==> config.mk <==
export PLATFORM = sky130hd
export DESIGN_NAME = mc_controller_flat
export DESIGN_NICKNAME = d
export VERILOG_FILES = /design/src/rtl/mc_controller_if.sv /design/src/rtl/mc_controller.sv /design/src/flat_wrapper.sv
export SDC_FILE = /design/constraint.sdc
export NUM_CORES = 1
export LEC_CHECK = 0
export BUFFER_PORTS_ARGS = -buffer_cell sky130_fd_sc_hd__buf_2
export CAP_MARGIN = 30
export CELL_PAD_IN_SITES_DETAIL_PLACEMENT = 0
export CELL_PAD_IN_SITES_GLOBAL_PLACEMENT = 1
export CORE_MARGIN = 1
export CORE_UTILIZATION = 38
export CTS_CLUSTER_DIAMETER = 200
export DETAILED_ROUTE_END_ITERATION = 8
export PLACE_DENSITY_LB_ADDON = 0.1
export RECOVER_POWER = 100
export SLEW_MARGIN = 20
export SYNTH_ARGS = -nofsm -noshare
export SYNTH_HDL_FRONTEND = slang
export SYNTH_SLANG_ARGS = --single-unit
==> constraint.sdc <==
create_clock -name clk -period 1.8 [get_ports clk]
set_input_delay 0.18 -clock clk [delete_from_list [all_inputs] [get_ports clk]]
set_output_delay 0.18 -clock clk [all_outputs]
set_load 0.05 [all_outputs]
==> src/rtl/mc_controller_if.sv <==
// mc_controller_if
// Shared memory-port bundle between the multi-cycle controller and the memory.
// The controller is the master: it raises mem_req (qualified by mem_we) and
// picks the address source with addr_sel. The memory answers with mem_ready
// and, for reads, mem_rdata.
//   mem_req    master->slave  access request, held until mem_ready is seen
//   mem_we     master->slave  write qualifier for mem_req
//   addr_sel   master->slave  address source: 0 = PC, 1 = ALU result
//   mem_ready  slave->master  access completes this cycle
//   mem_rdata  slave->master  read data, valid while mem_ready=1
interface mc_controller_if;

   logic [31:0] mem_rdata;
   logic        mem_ready;
   logic        mem_req;
   logic        mem_we;
   logic        addr_sel;

   modport master (
      output mem_req,
      output mem_we,
      output addr_sel,
      input  mem_rdata,
      input  mem_ready
   );

   modport slave (
      input  mem_req,
      input  mem_we,
      input  addr_sel,
      output mem_rdata,
      output mem_ready
   );

endinterface

==> src/rtl/mc_controller.sv <==
// mc_controller
// Multi-cycle controller for the MIPS-subset datapath. Each instruction
// walks BOOT/FETCH/DECODE/EXEC/MEM/WB over a shared variable-latency memory
// port. The controller owns the instruction register, drives per-state
// datapath enables, waits on memory handshakes, watches for a stalled bus and
// traps precisely on illegal opcodes, bus timeouts and (optionally) overflow.
//
// Parameters
//   TIMEOUT   maximum cycles spent waiting for mem_ready in one FETCH/MEM visit
//   OVF_TRAP  1 = ADD/SUB/ADDI overflow traps, 0 = it only suppresses rf_we
// Ports
//   clk          clock, rising edge
//   rst_n        asynchronous active-low reset
//   bus          memory port (master side of mc_controller_if)
//   overflow     ALU overflow, valid in EXEC
//   branch_taken branch condition, valid in EXEC
//   ir           latched instruction
//   pc_we        PC write enable
//   pc_src       next PC: 00 = PC+4, 01 = branch target, 10 = jump target
//   mdr_we       load-data register enable
//   rf_we        register-file write enable
//   rd_in_sel    write-back source: 1 = MDR, 0 = ALU/shift
//   state_o      current state encoding
//   trap         sticky trap flag
//   trap_cause   01 = illegal opcode, 10 = bus timeout, 11 = overflow
//   retire       one-cycle pulse when an instruction completes
module mc_controller #(
   parameter int unsigned TIMEOUT  = 255,
   parameter bit          OVF_TRAP = 1'b1
) (
   input  logic                    clk,
   input  logic                    rst_n,
   mc_controller_if.master         bus,
   input  logic                    overflow,
   input  logic                    branch_taken,
   output logic [31:0]             ir,
   output logic                    pc_we,
   output logic [1:0]              pc_src,
   output logic                    mdr_we,
   output logic                    rf_we,
   output logic                    rd_in_sel,
   output logic [2:0]              state_o,
   output logic                    trap,
   output logic [1:0]              trap_cause,
   output logic                    retire
);

   localparam int unsigned CW = (TIMEOUT < 1) ? 1 : $clog2(TIMEOUT + 1);
   localparam logic [CW-1:0] TO_VAL = CW'(TIMEOUT);

   localparam logic [1:0] CAUSE_ILLEGAL = 2'b01;
   localparam logic [1:0] CAUSE_TIMEOUT = 2'b10;
   localparam logic [1:0] CAUSE_OVF     = 2'b11;

   localparam logic [1:0] PC_SEQ    = 2'b00;
   localparam logic [1:0] PC_BRANCH = 2'b01;
   localparam logic [1:0] PC_JUMP   = 2'b10;

   typedef enum logic [2:0] {
      BOOT   = 3'd0,
      FETCH  = 3'd1,
      DECODE = 3'd2,
      EXEC   = 3'd3,
      MEM    = 3'd4,
      WB     = 3'd5,
      TRAP   = 3'd6
   } state_t;

   state_t        state;
   logic [31:0]   ir_q;
   logic [1:0]    trap_cause_q;
   logic [CW-1:0] wait_cnt;
   logic          ovf_q;

   logic [5:0] op;
   logic [5:0] func;
   logic       is_rtype;
   logic       is_branch;
   logic       is_jump;
   logic       is_imm;
   logic       is_clz;
   logic       is_se;
   logic       is_lw;
   logic       is_sw;
   logic       is_legal;
   logic       is_ovf_op;

   // Instruction classification from the latched IR. Only the opcode field
   // selects the class; the function field matters solely for picking out the
   // signed R-type adds/subtracts whose overflow is architecturally visible.
   always_comb begin
      op        = ir_q[31:26];
      func      = ir_q[5:0];
      is_rtype  = (op == 6'b000000);
      is_branch = (op == 6'b000001) || (op[5:2] == 4'b0001);
      is_jump   = (op[5:1] == 5'b00001);
      is_imm    = (op[5:3] == 3'b001);
      is_clz    = (op == 6'b011100);
      is_se     = (op == 6'b011111);
      is_lw     = (op == 6'b100011);
      is_sw     = (op == 6'b101011);
      is_legal  = is_rtype | is_branch | is_jump | is_imm |
                  is_clz | is_se | is_lw | is_sw;
      is_ovf_op = (is_rtype && ((func == 6'b100000) || (func == 6'b100010))) ||
                  (op == 6'b001000);
   end

   // Sequencer. Besides the state itself this block owns the IR, the trap
   // cause, the overflow flag carried from EXEC to WB and the wait-state
   // watchdog. The watchdog is cleared on every transition so it always starts
   // from zero on entry to FETCH or MEM; it only counts while a request is
   // outstanding without mem_ready. Because reaching TO_VAL forces the exit to
   // TRAP, the counter never climbs past TIMEOUT and cannot wrap. A late
   // mem_ready in the very cycle the count hits TIMEOUT still completes the
   // access, so the ready checks come before the timeout checks.
   always_ff @(posedge clk or negedge rst_n) begin
      if (!rst_n) begin
         state        <= BOOT;
         ir_q         <= 32'd0;
         trap_cause_q <= 2'b00;
         wait_cnt     <= '0;
         ovf_q        <= 1'b0;
      end else begin
         case (state)
            BOOT: begin
               wait_cnt <= '0;
               state    <= FETCH;
            end

            FETCH: begin
               if (bus.mem_ready) begin
                  ir_q     <= bus.mem_rdata;
                  wait_cnt <= '0;
                  state    <= DECODE;
               end else if (wait_cnt == TO_VAL) begin
                  trap_cause_q <= CAUSE_TIMEOUT;
                  wait_cnt     <= '0;
                  state        <= TRAP;
               end else begin
                  wait_cnt <= wait_cnt + 1'b1;
               end
            end

            DECODE: begin
               if (is_legal) begin
                  state <= EXEC;
               end else begin
                  trap_cause_q <= CAUSE_ILLEGAL;
                  state        <= TRAP;
               end
            end

            EXEC: begin
               wait_cnt <= '0;
               ovf_q    <= overflow & is_ovf_op;
               if (is_branch || is_jump) begin
                  state <= FETCH;
               end else if (is_lw || is_sw) begin
                  state <= MEM;
               end else begin
                  state <= WB;
               end
            end

            MEM: begin
               if (bus.mem_ready) begin
                  wait_cnt <= '0;
                  state    <= is_sw ? FETCH : WB;
               end else if (wait_cnt == TO_VAL) begin
                  trap_cause_q <= CAUSE_TIMEOUT;
                  wait_cnt     <= '0;
                  state        <= TRAP;
               end else begin
                  wait_cnt <= wait_cnt + 1'b1;
               end
            end

            WB: begin
               wait_cnt <= '0;
               if (ovf_q && OVF_TRAP) begin
                  trap_cause_q <= CAUSE_OVF;
                  state        <= TRAP;
               end else begin
                  state <= FETCH;
               end
            end

            TRAP: begin
               state <= TRAP;
            end

            default: begin
               state <= BOOT;
            end
         endcase
      end
   end

   // Datapath control decode. Everything is a function of the registered
   // state and IR, except the completion-dependent enables: the PC update in
   // FETCH and the MDR load / store retire in MEM follow mem_ready so that a
   // zero-wait access finishes in a single cycle. Branch/jump retire in EXEC
   // and the branch PC write follows the datapath's branch condition. Since
   // reset forces BOOT asynchronously, mem_req drops as soon as rst_n falls.
   always_comb begin
      bus.mem_req  = 1'b0;
      bus.mem_we   = 1'b0;
      bus.addr_sel = 1'b0;
      pc_we        = 1'b0;
      pc_src       = PC_SEQ;
      mdr_we       = 1'b0;
      rf_we        = 1'b0;
      rd_in_sel    = 1'b0;
      retire       = 1'b0;
      trap         = 1'b0;

      case (state)
         FETCH: begin
            bus.mem_req = 1'b1;
            pc_we       = bus.mem_ready;
         end

         EXEC: begin
            if (is_branch) begin
               pc_we  = branch_taken;
               pc_src = PC_BRANCH;
               retire = 1'b1;
            end else if (is_jump) begin
               pc_we  = 1'b1;
               pc_src = PC_JUMP;
               retire = 1'b1;
            end
         end

         MEM: begin
            bus.mem_req  = 1'b1;
            bus.addr_sel = 1'b1;
            bus.mem_we   = is_sw;
            if (bus.mem_ready) begin
               retire = is_sw;
               mdr_we = is_lw;
            end
         end

         WB: begin
            rd_in_sel = is_lw;
            if (!(ovf_q && OVF_TRAP)) begin
               rf_we  = ~ovf_q;
               retire = 1'b1;
            end
         end

         TRAP: begin
            trap = 1'b1;
         end

         default: begin
         end
      endcase
   end

   assign ir         = ir_q;
   assign state_o    = state;
   assign trap_cause = trap_cause_q;

endmodule

==> src/flat_wrapper.sv <==
// flat-port wrapper written by rule: the top's interface ports become plain ports
module mc_controller_flat 
#(
   parameter int unsigned TIMEOUT  = 255,
   parameter bit          OVF_TRAP = 1'b1
)
  (clk, rst_n, overflow, branch_taken, ir, pc_we, pc_src, mdr_we, rf_we, rd_in_sel, state_o, trap, trap_cause, retire, bus_mem_req, bus_mem_we, bus_addr_sel, bus_mem_rdata, bus_mem_ready);
  mc_controller_if bus_i ();
  input  logic clk;
  input  logic rst_n;
  input  logic overflow;
  input  logic branch_taken;
  output logic [31:0] ir;
  output logic pc_we;
  output logic [1:0] pc_src;
  output logic mdr_we;
  output logic rf_we;
  output logic rd_in_sel;
  output logic [2:0] state_o;
  output logic trap;
  output logic [1:0] trap_cause;
  output logic retire;
  output wire logic [$bits(bus_i.mem_req)-1:0] bus_mem_req;
  output wire logic [$bits(bus_i.mem_we)-1:0] bus_mem_we;
  output wire logic [$bits(bus_i.addr_sel)-1:0] bus_addr_sel;
  input wire logic [$bits(bus_i.mem_rdata)-1:0] bus_mem_rdata;
  input wire logic [$bits(bus_i.mem_ready)-1:0] bus_mem_ready;
  assign bus_mem_req = bus_i.mem_req;
  assign bus_mem_we = bus_i.mem_we;
  assign bus_addr_sel = bus_i.addr_sel;
  assign bus_i.mem_rdata = bus_mem_rdata;
  assign bus_i.mem_ready = bus_mem_ready;
  mc_controller #(.TIMEOUT(TIMEOUT), .OVF_TRAP(OVF_TRAP)) u_core (.clk(clk), .rst_n(rst_n), .bus(bus_i), .overflow(overflow), .branch_taken(branch_taken), .ir(ir), .pc_we(pc_we), .pc_src(pc_src), .mdr_we(mdr_we), .rf_we(rf_we), .rd_in_sel(rd_in_sel), .state_o(state_o), .trap(trap), .trap_cause(trap_cause), .retire(retire));
endmodule
## Word level (Yosys, flattened, before mapping)

Index checks and enable logic that the tools add are counted.

| word-level totals | value |
|---|---|
| word-level logic and storage cells | 87 |
| output and inout bits | 48 |
| flip-flop bits (word level) | 46 |
| input bits | 37 |

| operators by class | value |
|---|---|
| $add $sub $neg | 1 |
| reductions and logical operators | 14 |
| eq/ne operators | 22 |
| multiplexer cells | 36 |
| bitwise gates (word level) | 9 |

Operator list:

| operator | number |
|---|---|
| == test 6 bit (second input constant) | 4 |
| two-way mux 3 bit | 7 |
| case mux 3 bit (7 select lines) | 1 |
| two-way mux 8 bit | 2 |
| case mux 8 bit (2 select lines) | 1 |
| two-way mux 1 bit | 15 |
| two-way mux 2 bit | 7 |
| == test 6 x 5 -> 1 bit (second input constant) | 2 |
| == test 3 bit (second input constant) | 3 |
| adder 8 x 1 -> 8 bit (second input constant) | 1 |
| == test 8 bit (second input constant) | 1 |
| bitwise OR 1 bit | 7 |
| == test 3 x 1 -> 1 bit (second input constant) | 2 |
| == test 3 x 2 -> 1 bit (second input constant) | 2 |
| == test 6 x 1 -> 1 bit (second input constant) | 1 |
| == test 6 x 4 -> 1 bit (second input constant) | 1 |
| logical NOT 6 bit | 1 |
| case mux 2 bit (3 select lines) | 1 |
| == test 5 x 1 -> 1 bit (second input constant) | 1 |
| logical OR 1 bit | 5 |
| AND reduction 5 bit | 1 |
| == test 4 x 1 -> 1 bit (second input constant) | 1 |
| inequality test 2 x 1 -> 1 bit (second input constant) | 2 |
| inequality test 2 bit (second input constant) | 2 |
| other kinds (11) | 11 |

## Longest topological paths before layout

Gate-level depths: netlist (run 1).

| logic depth | value |
|---|---|
| depth after elaboration | 11 |
| mapped depth | 7 |
| depth with buffers taken out | 6 |

## Worst setup path before layout (run 1)

Ideal clock, no wire load.

| timing | value |
|---|---|
| kind | register to output |
| start point | register u_core.state[2] (netlist: u_core.state_o[2]) |
| end point | output port rd_in_sel |
| data required time | 1620 ps |
| slack | -1168 ps |
| buffers on the path | 2 |
| stages on the path, launching flop included | 4 |
| data arrival time | 2788 ps |
| cell sequence | dfrtp_1 > buf_2 > buf_2 > nor4b_1 |

| on the way | value |
|---|---|
| word-level cells in the longest chain between the ends | 2 |

RTL lines:

| what | line | RTL |
|---|---|---|
| from (decl) | mc_controller.sv:69 | `state_t state;` |
| from (signal assigned) | mc_controller.sv:168 | `state <= is_sw ? FETCH : WB;` |
| == test 3 bit | mc_controller.sv:217 | `case (state)` |
| two-way mux 1 bit | mc_controller.sv:217 |  |
| to (decl) | flat_wrapper.sv:18 | `output logic rd_in_sel;` |

No other way between the ends.

## Final worst setup path (run 1)

| timing | value |
|---|---|
| start point | register u_core.ir_q[31] (netlist: u_core.ir[31]) |
| end point | output port retire |

| on the way | value |
|---|---|
| word-level cells in the longest chain between the ends | 4 |
| elaborated cells on any way between the ends | 9 |
| classes of those cells | 4 x eq/ne; 4 x mux; 1 x reduce/logical |

RTL lines:

| what | line | RTL |
|---|---|---|
| from (decl) | mc_controller.sv:70 | `logic [31:0] ir_q;` |
| from (signal assigned) | mc_controller.sv:132 | `ir_q <= bus.mem_rdata;` |
| == test 5 x 1 -> 1 bit (tied with other cells) | mc_controller.sv:96 | `is_jump = (op[5:1] == 5'b00001);` |
| two-way mux 1 bit or logical OR 1 bit (tied branches) | mc_controller.sv:228, mc_controller.sv:95 |  |
| two-way mux 1 bit | mc_controller.sv:224 | `if (is_branch) begin` |
| case mux 1 bit (3 select lines) * | mc_controller.sv:217 |  |
| to (decl) | flat_wrapper.sv:22 | `output logic retire;` |

Every way passes the cells marked *; elsewhere a longest branch is shown, timed or not.

==> results of run 1 <==
[through the flow]
| step | setup WS [ns] | setup TNS [ns] | instance area [um2] | hold WS, ns |
|---|---|---|---|---|
| global route | -0.306 | -1.96 | 3420 | 0.0762 |
| floorplan | -0.201 | -0.449 | 2510 | -0.116 |
| CTS | -0.236 | -0.803 | 3430 | 0.0763 |
| global placement | 0.0526 | 0 | 3180 | 0.193 |
| detailed placement | 0.0367 | 0 | 3180 | 0.199 |
| finish | -0.229 | -0.756 | 3420 | 0.0826 |
[worst reg2reg max path: stages, from the launching register on]
cell and delay (ns):
dfrtp_2 0.45, and3b_2 0.26, nand2_2 0.07, buf_4 0.14
buf_4 0.12, o2bb2ai_1 0.11, a221oi_1 0.29, o21ai_1 0.10
[worst max path at each step]
stage | from | to | slack, ns | cells past startpoint
floorplan | u_core.state_o[2] | pc_src[1] | -0.20 | 4
global placement | u_core.state_o[2] | pc_src[1] | 0.05 | 5
detailed placement | u_core.state_o[2] | pc_src[1] | 0.04 | 5
CTS | u_core.state_o[2] | pc_src[1] | -0.24 | 5
global route | u_core.state_o[2] | pc_src[1] | -0.31 | 5
finish | u_core.ir[31] | retire | -0.23 | 6
[cell usage in the layout (no fill, tap or decap), types with 3 or more instances in the layout]
cell / count
buf_2: 45
dfrtp_1: 40
clkbuf_1: 32
buf_4: 31
mux2_1: 30
nor2_1: 12
o21ai_0: 10
buf_6: 9
nand2_1: 8
nand3_1: 8
nand2b_1: 6
dfrtp_2: 6
a21oi_1: 5
inv_1: 5
clkbuf_8: 5
nor2_4: 4
nor3_1: 4
and3_4: 3
xnor2_1: 3
xor2_1: 3
mux2_2: 3
[cell type report]
| type | instances | area (um2) | area share |
|---|---|---|---|
| inverter | 8 | 32.5 | 0.00952 |
| clock buffer | 5 | 68.8 | 0.0201 |
| timing repair buffer | 123 | 759 | 0.222 |
| multi-input combinational | 153 | 1250 | 0.367 |
| sequential | 46 | 1160 | 0.339 |
| tap | 75 | 93.8 | 0.0275 |
| clock inverter | 3 | 48.8 | 0.0143 |
[repair_timing]
action | CTS | global route
hold endpoints to repair | 20 | 0
hold buffers | 1 | 0
gates resized for setup | 21 | 7
buffers inserted | 6 | 1
pin swaps | 2 | 3
endpoints found under the setup margin | 8 | 11
[state kept, by name, indices dropped and copies added, names as in the netlist]
name               flops
u_core.ir             32
u_core.ovf_q           1
u_core.state_o         3
u_core.trap_cause      2
u_core.wait_cnt        8
[report_power, final]
group          switching [mW]  total, mW  internal, mW
clock                   0.380      0.803         0.423
sequential              0.289       1.78          1.49
combinational            3.05       4.48          1.42
total                    3.72       7.06          3.34
[cells by family after synthesis]
logic type / count (synthesis) / synth area share
AO/OA/AOI/OAI: 43 / 0.129
flip-flops: 46 / 0.476
XOR/XNOR: 6 / 0.0217
multiplexers: 34 / 0.158
adder cells (fa/ha/maj): 1 / 0.00517
AND/OR/NAND/NOR: 69 / 0.160
buffers and inverters: 20 / 0.0497
[per-layer routing]
layer	up-vias	global-route usage
met3	7	0.0489
met2	51	0.298
li1	1029	-
met1	1012	0.255
met5	-	0
met4	0	0.0491
==> results by group, run 1 <==
Status
  – Status: complete, but fails checks
  – Failing checks: setup timing

Worst hold path
  – Worst Hold Depth: 2
  – Worst min path class: in2reg
  – Hold Path End: u_core.ir[2]
  – Min-delay src: bus_mem_rdata[2]

Timing
  – Period utilization: 1.13
  – Unrepaired setup endpoints after global routing: true
  – Final setup viols: 5
  – Skew final: 0.0103 ns
  – Slew Limit Headroom: 0.159
  – Pins Over Slew Limit: 0
  – Fmax: 493 MHz
  – Worst Tran Pin Value: 1.26 ns
  – Fin. Hold Viols: 0
  – Worst setup margin: -0.229 ns
  – Min Clock Period, post-route: approximately 2.0 ns

Worst setup path
  – R2R cell count: 7
  – Worst setup SP type: register
  – Top cell by count, worst path: and3_4
  – Reg2Reg Capture Point: u_core.state_o[0]
  – Cell family contributing the most delay on the critical path: simple AND/OR/NAND/NOR gates
  – RR Startpoint: u_core.ir[30]
  – Critical-path top delay cell: dfrtp_1
  – Worst Path Arrival: 1.85 ns
  – WP buf/inv: 2
  – Flop2flop setup slack: 0.14 ns
  – Critical path cell sequence: buf_6 -> and3b_2 -> and3_4 -> and3_4 -> a311o_2 -> buf_8
  – WS Path Type: reg2out
  – Crit path required time: roughly 1.6 ns
  – Worst Path Max Fanout: 3
  – Crit end category: output pin
  – Critical path's largest stage delay: 0.41 ns

Yosys
  – Synth area leader: dfrtp_1
  – Top FF cell, synth: dfrtp_1
  – Mapped Avg Cell Area: 11.0 um2
  – Syn nets: 257
  – Asr flop ratio synth: 1.00
  – Synthesis Warnings: 0
  – Top-count cell post-synth: dfrtp_1
  – Post-Syn Area: 0.00242 mm2
  – Post-synthesis cell count: 219
  – Synth top area cells: dfrtp_1, mux2_1, buf_6
  – Register area share after synthesis: 0.476
  – Top cells by count, synth: dfrtp_1, mux2_1, nor2_1
  – Yosys cell types: 56
  – Top cell type's share of synthesized area: 0.476
  – Flip-flop and latch count after synthesis: between 40 and 50
  – Post-synth EDFFs: 0

Routing
  – Via count: 2099
  – Final wirelength: 6080 um
  – 1st-iter DRT viols: about 110
  – Mean routed wirelength per cell: around 15 um
  – Post-DR vias/cell: 5.08
  – TritonRoute pass-1 iters: 4
  – Met2 WL: 2940 um
  – Top Metal Used: met4
  – WL met1: 2800 um
  – Drc violations: 0
  – Routed length on met3: 269 um
  – Antenna-violating nets left: 0

Power and ir drop
  – Power Total: 7.06 mW
  – Power Density: 2070 mW/mm2
  – Leak: 1.51 nW
  – Maximum vdd drop: 1340 uV

Placement
  – Detailed Place HPWL: 4540 um
  – GPL Wtd Cong: between 0.7 and 0.8
  – DP Cell Count: 397
  – Buffers added on ports: between 80 and 90

Clocking
  – Clk root buf: clkbuf_8
  – Clk_lat worst skew: 0.30 ns
  – CTS tree: yes
  – Clock Sinks: 46
  – Clk slew on worst S/H paths: ~0.10 ns
  – Clk buf depth: 2
  – H-tree depth: 2
  – Num CTS Buffers: 5

Floorplan
  – Die area: 0.00669 mm2
  – Die height: around 82 um
  – IO Count: 85
  – Row cnt: 28
  – Initial Util: 0.401
  – Core area: around 0.006 mm2
  – Die X: 81.8 um

Global route
  – Initial antenna violation count: 0
  – Largest net degree at the start of global routing: 24
  – Global-route usage over all layers: 0.188
  – Vias in the first global route: 1970
  – Grt ovf: 0
  – First-pass GRT wire length: 9480 um

Final layout
  – Number of antenna diodes: 0
  – Final #Nets: 375
  – Fin util: 0.567
  – Layout cells sized above 1: 0.399
  – Syn-to-layout area delta: 41.2%
  – FILL cells: 586
  – Fin cells: just over 400

Job
  – Max-Cap Viols: 0
Note: power is estimated with default switching activity, not from simulation.
==> inputs of run 2 (changes only) <==
==> constraint.sdc (replaced) <==
create_clock -name clk -period 2.2 [get_ports clk]
set_input_delay 0.22 -clock clk [delete_from_list [all_inputs] [get_ports clk]]
set_output_delay 0.22 -clock clk [all_outputs]
set_load 0.05 [all_outputs]
==> run 2 against run 1 <==
The run now ends clean. Clock power fell by 29%. Utilization shrank 6.2 points. Die area unchanged. Worst hold slack improved by 0.030 ns. Clock skew is essentially flat. Non-clock buffer count shrank 30. Via count shrank 5.2%. Global-route usage decreased by 1.0 points. Combinational power decreased by 31%. Count of clock-buffer cells in the layout stayed put. Wire length shrank 7.0%. Total power decreased by 26%. Critical endpoint unchanged. Largest power group unchanged. Highest routed layer unchanged.
==> results by group, run 2 (same netlist as run 1, synthesis figures left out) <==
Final layout
  – Max reg flops: 32 (unchanged)
  – Syn-to-layout area delta: 25.7%
  – Finished Cell Area: 0.00304 mm2 (-11%)
  – Fin cells: 383 (-7.3%)
  – Layout cells sized above 1: 0.308 (-0.0910)
  – Most common cell after layout, fill and taps aside: buf_2
  – Number of antenna diodes: 0 (unchanged)
  – Fin util: 0.505 (-0.0623)
  – Most frequent cells in the layout: buf_2, dfrtp_1, clkbuf_1
  – Final #Nets: 345 (-8.0%)
  – FILL cells: 567 (-3.2%)

Timing
  – Slew Limit Headroom: 0.0786 (-0.0807)
  – Pins Over Slew Limit: 0 (unchanged)
  – Worst setup margin: 0.0824 ns (+0.311 ns)
  – Period utilization: 0.963
  – Skew final: 0.0107 ns (+0.000389 ns)
  – Worst Tran Pin Value: 1.38 ns (+0.121 ns)
  – Fmax: roughly 470 MHz
  – Fin. Hold Viols: 0 (unchanged)
  – Final setup viols: 0 (-5)
  – Min Clock Period, post-route: 2.12 ns
  – Hold Worst Slack: 0.113 ns (+0.0304 ns)

Job
  – Max-Cap Viols: 0 (unchanged)

Routing
  – Final wirelength: 5650 um (-7.0%)
  – Drc violations: 0 (unchanged)
  – Post-DR vias/cell: 5.20 (+2.2%)
  – TritonRoute pass-1 iters: 4 (unchanged)
  – 1st-iter DRT viols: 70 (-33%)
  – Mean routed wirelength per cell: 14.8 um (+0.24%)
  – Via count: 1990 (-5.2%)
  – Antenna-violating nets left: 0 (unchanged)

Floorplan
  – Die X: 81.8 um (unchanged)
  – Die area: 0.00669 mm2 (unchanged)
  – Initial Util: 0.401 (unchanged)
  – Die height: 81.8 um (unchanged)
  – Core area: 0.00603 mm2 (unchanged)
  – Row cnt: 28 (unchanged)
  – IO Count: 85 (unchanged)

Worst hold path
  – Worst min path class: in2reg
  – Worst Hold Depth: 2 (unchanged)
  – Hold Path End: u_core.ir[14]
  – Min-delay src: bus_mem_rdata[14]

Worst setup path
  – Worst Path Max Fanout: 7 (+4)
  – Reg2Reg Capture Point: u_core.state_o[0]
  – Flop2flop setup slack: 0.36 ns (+0.22 ns)
  – Worst setup SP type: register
  – RR Startpoint: u_core.ir[29]
  – Crit end category: output pin
  – WS Path Type: reg2out
  – Crit path required time: 1.98 ns (+0.36 ns)
  – R2R cell count: 5 (-2)
  – Worst Path Arrival: 1.90 ns (+0.05 ns)

Clocking
  – Clock Sinks: 46 (unchanged)
  – H-tree depth: 2 (unchanged)
  – Clk buf depth: 2 (unchanged)
  – CTS tree: yes
  – Num CTS Buffers: 5 (unchanged)
  – Clk slew on worst S/H paths: 0.10 ns (about the same)
  – # Post-CTS Setup Buffers: 0 (-6)
  – Clk_lat worst skew: 0.31 ns (about the same)
  – Clk root buf: clkbuf_8

Placement
  – GPL Wtd Cong: 0.742 (-1.7%)
  – Detailed Place HPWL: 4170 um (-8.1%)
  – Post-DP Area: 0.00295 mm2 (-7.3%)
  – Setup Slack @ Placement: 0.276 ns (+0.239 ns)
  – Buffers added on ports: 84 (unchanged)
  – DP Cell Count: 374 (-5.8%)

Global route
  – Initial antenna violation count: 0 (unchanged)
  – Grt ovf: 0 (unchanged)
  – Global-route usage over all layers: 0.178 (-0.0104)
  – Largest net degree at the start of global routing: 25 (+4.2%)
  – First-pass GRT wire length: 8960 um (-5.5%)
  – Vias in the first global route: 1828 (-7.2%)

Power and ir drop
  – Leak: 1.34 nW (-12%)
  – Power Density: 1710 mW/mm2 (-17%)
  – Maximum vdd drop: 843 uV (-37%)

Status
  – Status: complete, no violations
-- run 2: changes by cell type in the layout (fill, tap and decap cells not counted), moves of 2 or more --
cell and change:
nand2_1 +2, buf_6 -8, buf_2 +5, buf_12 -2, clkbuf_2 +2, buf_4 -24, dfrtp_2 -2, and3_4 -2
dfrtp_1 +2, and3_1 +2, nand2_2 -2
-- run 2: worst max-delay path by stage --
stage | startpoint | slack, ns | end
CTS | u_core.state_o[1] | 0.01 | retire
global placement | u_core.state_o[2] | 0.31 | pc_src[1]
finish | u_core.ir[31] | 0.08 | retire
floorplan | u_core.state_o[2] | -0.1 | rd_in_sel
detailed placement | u_core.state_o[2] | 0.28 | pc_src[1]
global route | u_core.ir[31] | -0.006 | retire
-- run 2: layer usage --
layer	up-vias	routed length [um]	track usage
li1	973	-	-
met1	943	2690	0.250
met2	70	2600	0.263
met3	4	330	0.0544
met4	0	34	0.0474
met5	-	0	0
-- run 2: final cells by class --
type / instances / area, um2 / share of cell area
timing repair buffer: 93 / 458 / 0.151
inverter: 8 / 32.5 / 0.0107
sequential: 46 / 1160 / 0.380
tap: 75 / 93.8 / 0.0309
multi-input combinational: 153 / 1200 / 0.395
clock inverter: 3 / 28.8 / 0.00947
clock buffer: 5 / 68.8 / 0.0226
-- run 2: repair_timing --
action	4_1_cts	5_1_grt
endpoints found under the hold margin	22	0
gates resized for setup	3	7
hold buffers	1	0
setup endpoints to repair	3	3
-- run 2: per-stage QoR --
| step | TNS, ns | power [mW] |
|---|---|---|
| after floorplan | -0.191 | 3.99 |
| after global placement | 0 | 4.70 |
| after detailed placement | 0 | 4.71 |
| after CTS | 0 | 5.31 |
| after global routing | -0.00617 | 5.53 |
| final | 0 | 5.20 |
-- run 2: worst max-delay path, stage by stage, from the launching register on --
cell,delay (ns)
dfrtp_1,0.47
and3b_1,0.21
and3_1,0.21
and3_1,0.18
a311o_1,0.31
buf_2,0.21
-- run 2: power by group --
| part | internal [mW] | switching, mW | total (mW) |
|---|---|---|---|
| combinational | 0.809 | 2.29 | 3.10 |
| sequential | 1.22 | 0.314 | 1.53 |
| clock | 0.238 | 0.330 | 0.568 |
| total | 2.27 | 2.93 | 5.20 |
